`config.mk`:
```
export PLATFORM = sky130hd
export DESIGN_NAME = alu_result_fifo
export DESIGN_NICKNAME = d
export VERILOG_FILES = /design/src/rtl/alu_result_fifo.sv
export SDC_FILE = /design/constraint.sdc
export NUM_CORES = 1
export LEC_CHECK = 0
export CAP_MARGIN = 0
export CORE_ASPECT_RATIO = 0.6
export CORE_MARGIN = 2
export CORE_UTILIZATION = 52
export DETAILED_ROUTE_END_ITERATION = 8
export GPL_ROUTABILITY_DRIVEN = 0
export PLACE_DENSITY = 0.85
export SETUP_SLACK_MARGIN = 0.1
export SYNTH_ARGS = -nofsm -noshare
export SYNTH_HDL_FRONTEND = slang
export SYNTH_SLANG_ARGS = --single-unit
```
`constraint.sdc`:
```
create_clock -name clk -period 3.1 [get_ports clk]
set_clock_uncertainty 0.1 [all_clocks]
set_input_delay 0.93 -clock clk [delete_from_list [all_inputs] [get_ports clk]]
set_output_delay 0.93 -clock clk [all_outputs]
set_load 0.01 [all_outputs]
```
`src/rtl/alu_result_fifo.sv`:
```
// First-word-fall-through FIFO buffering ALU results (q, carry/borrow, op)
// with a per-entry zero flag and saturating carry/borrow event counters.
module alu_result_fifo #(
  parameter int unsigned WIDTH = 4,
  parameter int unsigned DEPTH = 4,
  parameter int unsigned CNT_W = 8
) (
  input  logic                     clk,
  input  logic                     rst_n,
  input  logic                     flush,
  input  logic                     in_valid,
  output logic                     in_ready,
  input  logic [WIDTH-1:0]         in_q,
  input  logic                     in_c,
  input  logic                     in_s,
  output logic                     out_valid,
  input  logic                     out_ready,
  output logic [WIDTH-1:0]         out_q,
  output logic                     out_c,
  output logic                     out_s,
  output logic                     out_zero,
  output logic [$clog2(DEPTH):0]   count,
  output logic                     full,
  output logic                     empty,
  output logic [CNT_W-1:0]         carry_cnt,
  output logic [CNT_W-1:0]         borrow_cnt
);

  localparam int unsigned PTR_W  = $clog2(DEPTH);
  localparam int unsigned CNT_FW = PTR_W + 1;
  localparam int unsigned ENT_W  = WIDTH + 2;

  logic [ENT_W-1:0] mem [DEPTH];
  logic [PTR_W-1:0] wr_ptr;
  logic [PTR_W-1:0] rd_ptr;
  logic [ENT_W-1:0] head;
  logic             push;
  logic             pop;
  logic             push_en;
  logic             pop_en;

  // Status derived only from the registered count; out_ready never reaches in_ready.
  assign full      = (count == CNT_FW'(DEPTH));
  assign empty     = (count == '0);
  assign in_ready  = ~full;
  assign out_valid = ~empty;

  assign push    = in_valid & in_ready;
  assign pop     = out_valid & out_ready;
  assign push_en = push & ~flush;
  assign pop_en  = pop & ~flush;

  // Head entry falls through combinationally; zeroed while empty.
  assign head     = mem[rd_ptr];
  assign out_q    = empty ? '0   : head[WIDTH-1:0];
  assign out_c    = empty ? 1'b0 : head[WIDTH];
  assign out_s    = empty ? 1'b0 : head[WIDTH+1];
  assign out_zero = out_valid & (out_q == '0);

  // Storage carries no reset; validity is tracked by count.
  always_ff @(posedge clk) begin
    if (push_en) begin
      mem[wr_ptr] <= {in_s, in_c, in_q};
    end
  end

  always_ff @(posedge clk or negedge rst_n) begin
    if (!rst_n) begin
      wr_ptr <= '0;
      rd_ptr <= '0;
      count  <= '0;
    end else if (flush) begin
      wr_ptr <= '0;
      rd_ptr <= '0;
      count  <= '0;
    end else begin
      if (push_en) begin
        wr_ptr <= wr_ptr + PTR_W'(1);
      end
      if (pop_en) begin
        rd_ptr <= rd_ptr + PTR_W'(1);
      end
      case ({push_en, pop_en})
        2'b10:   count <= count + CNT_FW'(1);
        2'b01:   count <= count - CNT_FW'(1);
        default: count <= count;
      endcase
    end
  end

  // Event counters survive flush and stick at all-ones.
  always_ff @(posedge clk or negedge rst_n) begin
    if (!rst_n) begin
      carry_cnt  <= '0;
      borrow_cnt <= '0;
    end else if (push_en && in_c) begin
      if (in_s && (carry_cnt != '1)) begin
        carry_cnt <= carry_cnt + CNT_W'(1);
      end
      if (!in_s && (borrow_cnt != '1)) begin
        borrow_cnt <= borrow_cnt + CNT_W'(1);
      end
    end
  end

endmodule

```
## Yosys cells after proc, flatten, opt, wreduce, memory -nomap -nowiden

Memories as Yosys holds them, arrays and structs flattened.
Cells that the tools add are included.

- Add/sub/neg operators: 6
- Equality and inequality tests: 5
- Multiplexer cells: 11
- Bitwise operators: 8
- Reduce and logical (&&, ||, !) cells: 11

Operator list:

| operator | number |
|---|---|
| adder 8 x 1 -> 8 bit, second input constant | 2 |
| inequality test 8 bit, second input constant | 2 |
| 2-to-1 mux 2 bit | 4 |
| case mux 3 bit (2 select lines) | 1 |
| AND 1 bit | 5 |
| adder 2 x 1 -> 2 bit, second input constant | 2 |
| logical NOT 4 bit | 1 |
| 2-to-1 mux 1 bit | 4 |
| 2-to-1 mux 4 bit | 1 |
| AND reduction 2 bit | 2 |
| nonzero test 2 bit | 2 |
| adder 3 x 1 -> 3 bit, second input constant | 1 |
| == test 3 bit, second input constant | 1 |
| logical AND 1 bit | 3 |
| logical NOT 3 bit | 1 |
| 2-to-1 mux 3 bit | 1 |
| inverter 1 bit | 3 |
| nonzero test 3 bit | 1 |
| subtractor 3 x 1 -> 3 bit, second input constant | 1 |
| == test 2 x 1 -> 1 bit, second input constant | 1 |
| == test 2 bit, second input constant | 1 |
| logical NOT 1 bit | 1 |

- Flip-flop bits (word level): 23
- RAM bits: 24
- Bits of input ports: 11
- Output and inout bits: 30
- Logic and storage cells: 47
- Memories kept: 1

Memories:

| name | words | bits a word | read ports | clocked after Yosys merged registers in | wr ports | RTL line | RTL |
|---|---|---|---|---|---|---|---|
| mem | 4 | 6 | 1 | 0 | 1 | 33 | `logic [ENT_W-1:0] mem [DEPTH];` |

## Longest topological paths before layout

Gate-level depths: netlist (run 1).

- Depth in word-level cells: 7
- Mapped depth: 9
- Gate-level depth less buffers: 8

## Least setup slack after synthesis (run 1)

No wires, ideal clock.

- Kind: register to output
- Start point: register rd_ptr[0]
- End point: output out_zero
- Data arrival time: 1.634 ns
- Required time: 2.070 ns
- Path slack: 0.436 ns
- Stages on the path, launching flop included: 5
- Path buffers: 1
- Path through: dfrtp_1 buf_6 mux4_2 or4_1 nor2_1

- Cells in the longest elaborated chain, start to end: 4

Ends and longest elaborated chain:

| what | RTL line | RTL |
|---|---|---|
| start: declaration | 35 | `logic [PTR_W-1:0] rd_ptr;` |
| start signal: assignment | 81 | `rd_ptr <= rd_ptr + PTR_W'(1);` |
| memory (4 x 6 bit) | -- |  |
| 2-to-1 mux 4 bit | 55 | `assign out_q = empty ? '0 : head[WIDTH-1:0];` |
| logical NOT 4 bit | 58 | `assign out_zero = out_valid & (out_q == '0);` |
| AND 1 bit | 58 |  |
| end: declaration | 21 | `output logic out_zero,` |

No other way between the ends.

## Final worst setup path (run 1)

Same ends and word-level chain as after synthesis.

==> results of run 1 <==
-- cell families after synthesis --
group / after synthesis / share of synthesized area
adders and majority gates: 7 / 0.0418
AOI/OAI and AO/OA: 16 / 0.0633
muxes: 11 / 0.0886
and+or+nand+nor: 61 / 0.155
DFF: 47 / 0.570
xor gates and xnor gates: 15 / 0.0578
buffers and inverters: 11 / 0.0237
-- per-stage QoR --
step,TNS [ps],instances
after floorplan,0,168
after global routing,-129,283
final,-13.6,283
after detailed placement,-202,271
after global placement,-133,271
after CTS,-14.1,282
-- metal layers --
| layer | vias up | track usage | part of all wire |
|---|---|---|---|
| met5 | - | 0 | 0 |
| met4 | 0 | 0.0320 | 0.0021 |
| met3 | 2 | 0.0508 | 0.035 |
| li1 | 728 | - | - |
| met2 | 37 | 0.327 | 0.49 |
| met1 | 785 | 0.291 | 0.48 |
-- worst max path at each step --
stage	end	start	depth (start not counted)
4_1_cts	out_zero	rd_ptr[0]	5
3_3_place_gp	out_zero	rd_ptr[0]	4
5_1_grt	out_zero	rd_ptr[0]	5
2_1_floorplan	out_zero	rd_ptr[0]	4
3_5_place_dp	out_zero	rd_ptr[0]	4
6_report	out_zero	rd_ptr[0]	5
-- power by group --
| group | leakage [nW] | internal [mW] | switching (mW) | total, mW |
|---|---|---|---|---|
| clock | 0.0644 | 0.321 | 0.201 | 0.522 |
| sequential | 0.514 | 0.751 | 0.123 | 0.875 |
| combinational | 0.643 | 0.476 | 0.382 | 0.858 |
| total | 1.22 | 1.55 | 0.706 | 2.25 |
-- cell usage in the layout, fill, tap and decap left out, drive strengths merged, types with 2 or more instances in the layout --
master,count
a2111oi,4
a211oi,2
a21oi,6
and2,6
and3,6
and4,2
buf,13
bufinv,2
clkbuf,5
clkdlybuf4s50,33
dfrtp,23
dlygate4sd2,4
dlymetal6s2s,2
edfxtp,24
ha,6
inv,6
mux2,4
mux4,6
nand2,12
nand2b,3
nand3,9
nor2,7
nor3,4
nor3b,2
nor4,2
xnor2,4
xor2,11
-- synth_stat cells --
master	instances
fa_1	1
o21a_1	1
a2111oi_2	4
and4bb_2	1
ha_1	6
buf_4	1
and2_2	1
dfrtp_1	23
edfxtp_1	24
and2b_1	1
mux2_2	4
a21oi_1	5
or4_1	1
nand2b_1	3
and3_1	6
nand2_1	10
o21ba_2	1
a211oi_1	2
mux4_1	3
nand4_2	1
buf_2	1
or3_1	1
inv_1	6
xnor2_1	4
buf_6	1
xor2_1	11
nor4_1	2
nand2_2	2
nor3b_1	2
mux4_2	3
nor2b_1	1
nand3_1	9
a21oi_2	1
nor2_1	7
a2bb2oi_1	1
clkbuf_1	2
mux2i_1	1
and4_1	2
or3b_1	1
and2_1	5
or4b_1	1
nor3_1	4
a311oi_1	1
-- sequential cells by signal, summed over array words and instances, names as in the netlist --
register / flops
mem: 24
borrow_cnt: 8
carry_cnt: 8
count: 3
rd_ptr: 2
wr_ptr: 2
-- final cells by class --
class                           instances  area (sq um)  share of cell area
Sequential cell                        47          1300               0.440
Multi-Input combinational cell        110           926               0.314
Timing Repair Buffer                   52           493               0.167
Tap cell                               60          75.1              0.0254
Clock buffer                            5          68.8              0.0233
Clock inverter                          3          67.6              0.0229
Inverter                                6          22.5             0.00763
-- critical path: cells and delay by family (launching register included) --
kind,cells,cell delay (ps)
buffers and inverters,2,250
and+or+nand+nor,2,570
muxes,1,490
DFF,1,460
-- timing repair --
item	in CTS	in global routing
setup endpoints to repair	8	5
endpoints found under the hold margin	0	0
gates resized for setup	10	5
gates cloned	0	0
buffers inserted	3	1
==> impl_metrics.tcl, run 1 <==
set metrics [dict create \
    viasPerCell 5.48 \
    cts_buffers 5 \
    p_leak_nw 1.22 \
    hold_slack_ps 406 \
    total_power_mw 2.25 \
    syn_area_sq_um 2270 \
    r2r_cells 9 \
    fin_ws_ps -13.6 \
    yosys.area.top_type_share 0.317 \
    grt_util_all_layers 0.204 \
    cts_root_buf "clkbuf_8" \
    rsz0062_at_grt "true" \
    hp-class "flop to flop" \
    grt_antenna_before_repair 0 \
    r2r-end "count[2]" \
    area_delta_synth_final_pct 29.7 \
    max_freq_ghz 0.321 \
    worst_slew_pin_slew_ps 376 \
    min_from "borrow_cnt[6]" \
    hold_viol_final 0 \
    period_needed_ps 3110 \
    start_util 0.549 \
    placed_cell_area_sq_um 2780 \
    rrSetupSlack_ps 360 \
    route.detailed.drc 0 \
    die_y_um 55.2 \
    cts_tree "built" \
    cts_buffer_depth 2 \
    final_nets 240 \
    violations "setup timing" \
    preCtsSetupSlack_ps -158 \
    final_layout_size_suffix_gt1_frac 0.188 \
    dr.pass1.iters 4 \
    stdcell_area_sq_um 2950 \
    ys_ff_latch 47 \
    coreArea_sq_um 4140 \
    crit_slowest_cell "mux4_2" \
    crit_type "flop to output port" \
    ys_seq_area_frac 0.570 \
    setup_viol 1 \
    grt_pass1_vias 1579 \
    hold_buffers 0 \
    port_buffers 40 \
    crit_path_start_kind "flop" \
    synth_nets 186 \
    ys_types 43 \
    drt_first_iter_violations 81 \
    vias 1552 \
    fp.dieArea_sq_um 4940 \
    cts_sinks 47 \
    num_rows 18 \
    io_pins 41 \
    synth_warnings 0 \
    wire_per_inst_um 16.6 \
    die_w_um 89.4 \
    path_cells "buf_6 > mux4_2 > or4_1 > nor2_1 > buf_2" \
    finalMaxSlewViolations 0 \
    num-fill-cells 302 \
    relSlewSlack 0.749 \
    hold_end "borrow_cnt[6]" \
    ant_nets 0 \
    h-tree-depth 2 \
    vdd_drop_max_mv 0.654 \
    end_kind "output port" \
    cp.required_ps 2070 \
    synth.area.top_cells "edfxtp_1 (32%), dfrtp_1 (25%), xor2_1 (4.2%)" \
    grt_start_max_net_pins 24 \
    cp.arrival_ps 2080 \
    grt_pass1_wl_mm 7.71 \
    crit_fanout 6 \
    clk_latency_ps 290 \
    yosys.area.top_type "edfxtp_1" \
    syn_inst 168 \
    worstReg2RegStart "count[0]" \
    routed_wl_mm 4.71 \
    maxCapViolCount 0 \
    min_path_cells 1 \
    fin_util 0.712 \
    power_density_nw_per_um2 764 \
    dp_hpwl_mm 3.48 \
    antenna_cells 0 \
    finalCritPeriodShare 1.00 \
    syn_avg_cell_area_sq_um 13.5 \
    overflow 0 \
    clk_pin_slew_ps 90 \
    slowest_delay_ps 490 \
    status "finished, violations left" \
]
Note: power is estimated with default switching activity, not from simulation.
==> run 2, diff against run 1 <==
- CORE_UTILIZATION: 52 -> 56
- PLACE_DENSITY: 0.85 -> 0.9
- clock period: 3.1 -> 4 ns (I/O delays scaled with it)
==> run 2 against run 1 <==
  * The run now ends clean
  * Count of clock-buffer cells in the layout stayed put
  * Final cell count is 7.8% lower
  * Sequential cell count stayed put
  * Power is 26% lower
  * Critical path depth is 1 lower
  * Critical path type unchanged
==> impl_metrics.tcl, run 2 (same netlist as run 1, synthesis figures left out) <==
set metrics [dict create \
    largest_reg_flops 24 \
    rrSetupSlack_ps 1180 \
    p_leak_nw 1.13 \
    viasPerCell 5.97 \
    coreArea_sq_um 3790 \
    fin_util 0.751 \
    end_kind "output port" \
    vias 1558 \
    die_w_um 86.3 \
    grt_pass1_wl_mm 7.94 \
    rsz0062_at_grt "false" \
    vdd_drop_max_mv 0.325 \
    placed_cell_area_sq_um 2710 \
    antenna_cells 0 \
    cp.arrival_ps 2480 \
    hold_buffers 0 \
    drt_first_iter_violations 202 \
    clk_latency_ps 300 \
    crit_type "flop to output port" \
    hold_viol_final 0 \
    final_nets 231 \
    cts_sinks 47 \
    fin_ws_ps 222 \
    port_buffers 40 \
    setup_viol 0 \
    io_pins 41 \
    hold_end "borrow_cnt[6]" \
    routed_wl_mm 4.99 \
    status "finished clean" \
    num_rows 17 \
    dr.pass1.iters 4 \
    maxCapViolCount 0 \
    wire_per_inst_um 19.1 \
    min_path_cells 1 \
    r2r-end "count[2]" \
    hold_slack_ps 435 \
    dp_cells 251 \
    layoutNonFillerInstCount 261 \
    final_common_cell "clkdlybuf4s50_1" \
    cts_buffer_depth 2 \
    overflow 0 \
    worstReg2RegStart "count[2]" \
    worst_slew_pin_slew_ps 1070 \
    ant_nets 0 \
    slowest_delay_ps 550 \
    relSlewSlack 0.284 \
    max_freq_ghz 0.265 \
    preCtsSetupSlack_ps 396 \
    cts_root_buf "clkbuf_8" \
    total_power_mw 1.67 \
    layout.cells.most_common_list "clkdlybuf4s50_1 (40), edfxtp_1 (24), dfrtp_1 (22)" \
    crit_slowest_cell "mux4_2" \
    setup_tns_ps 0 \
    grt_util_all_layers 0.238 \
    stdcell_area_sq_um 2840 \
    route.detailed.drc 0 \
    finalMaxSlewViolations 0 \
    period_needed_ps 3780 \
    reg_top3 "mem x24, borrow_cnt x8, carry_cnt x8" \
    fp.dieArea_sq_um 4600 \
    crit_fanout 7 \
    area_delta_synth_final_pct 25.0 \
    min_from "borrow_cnt[6]" \
    hp-class "flop to flop" \
    start_util 0.601 \
    final_layout_size_suffix_gt1_frac 0.140 \
    dp_hpwl_mm 3.65 \
    cts_buffers 5 \
    h-tree-depth 2 \
    grt_pass1_vias 1543 \
    clk_pin_slew_ps 90 \
    power_density_nw_per_um2 589 \
    path_cells "mux4_2 > or4_1 > nor2_1 > clkdlybuf4s50_1" \
    grt_antenna_before_repair 0 \
    top_register "mem" \
    die_y_um 53.4 \
    grt_start_max_net_pins 24 \
    cp.required_ps 2700 \
    finalCritPeriodShare 0.944 \
    crit_path_start_kind "flop" \
    r2r_cells 8 \
    cts_tree "built" \
]
## run 2: power breakdown
group / total (mW) / switching (mW) / internal, mW
Combinational: 0.640 / 0.286 / 0.353
Clock: 0.352 / 0.162 / 0.189
Sequential: 0.683 / 0.101 / 0.582
## run 2: final cells by class
class	instances	area, sq um
clock buffers	5	68.8
clock inverters	3	47.5
fillers	240	943
inverters	6	22.5
multi-input cells	110	925
flip-flops and latches	47	1300
well taps	47	58.8
repair buffers	43	423
## run 2: per-layer routing
layer | routed length [um] | global-route usage | share of wire
met5 | 0 | 0 | 0
met4 | 27 | 0.0599 | 0.0054
met3 | 423 | 0.0484 | 0.085
met2 | 2370 | 0.377 | 0.48
met1 | 2170 | 0.341 | 0.43
## run 2: what timing repair did
item,in CTS,in global routing
endpoints found under the setup margin,1,1
resized for setup,1,0
buffers inserted,0,2
gates cloned,0,0
endpoints found under the hold margin,0,0
## run 2: how the worst max path moves through the flow
stage / start / end / cells past startpoint
after floorplan: rd_ptr[0] / out_zero / 4
after global placement: rd_ptr[0] / out_zero / 4
after detailed placement: rd_ptr[0] / out_zero / 4
after CTS: rd_ptr[0] / out_zero / 4
after global routing: rd_ptr[0] / out_zero / 4
final: rd_ptr[0] / out_zero / 4
## run 2: critical path: cells and delay by family, from the launching register on
family / cells / cell delay [ps]
AND/OR/NAND/NOR: 2 / 610
multiplexers: 1 / 550
buffers and inverters: 1 / 540
flip-flops: 1 / 480
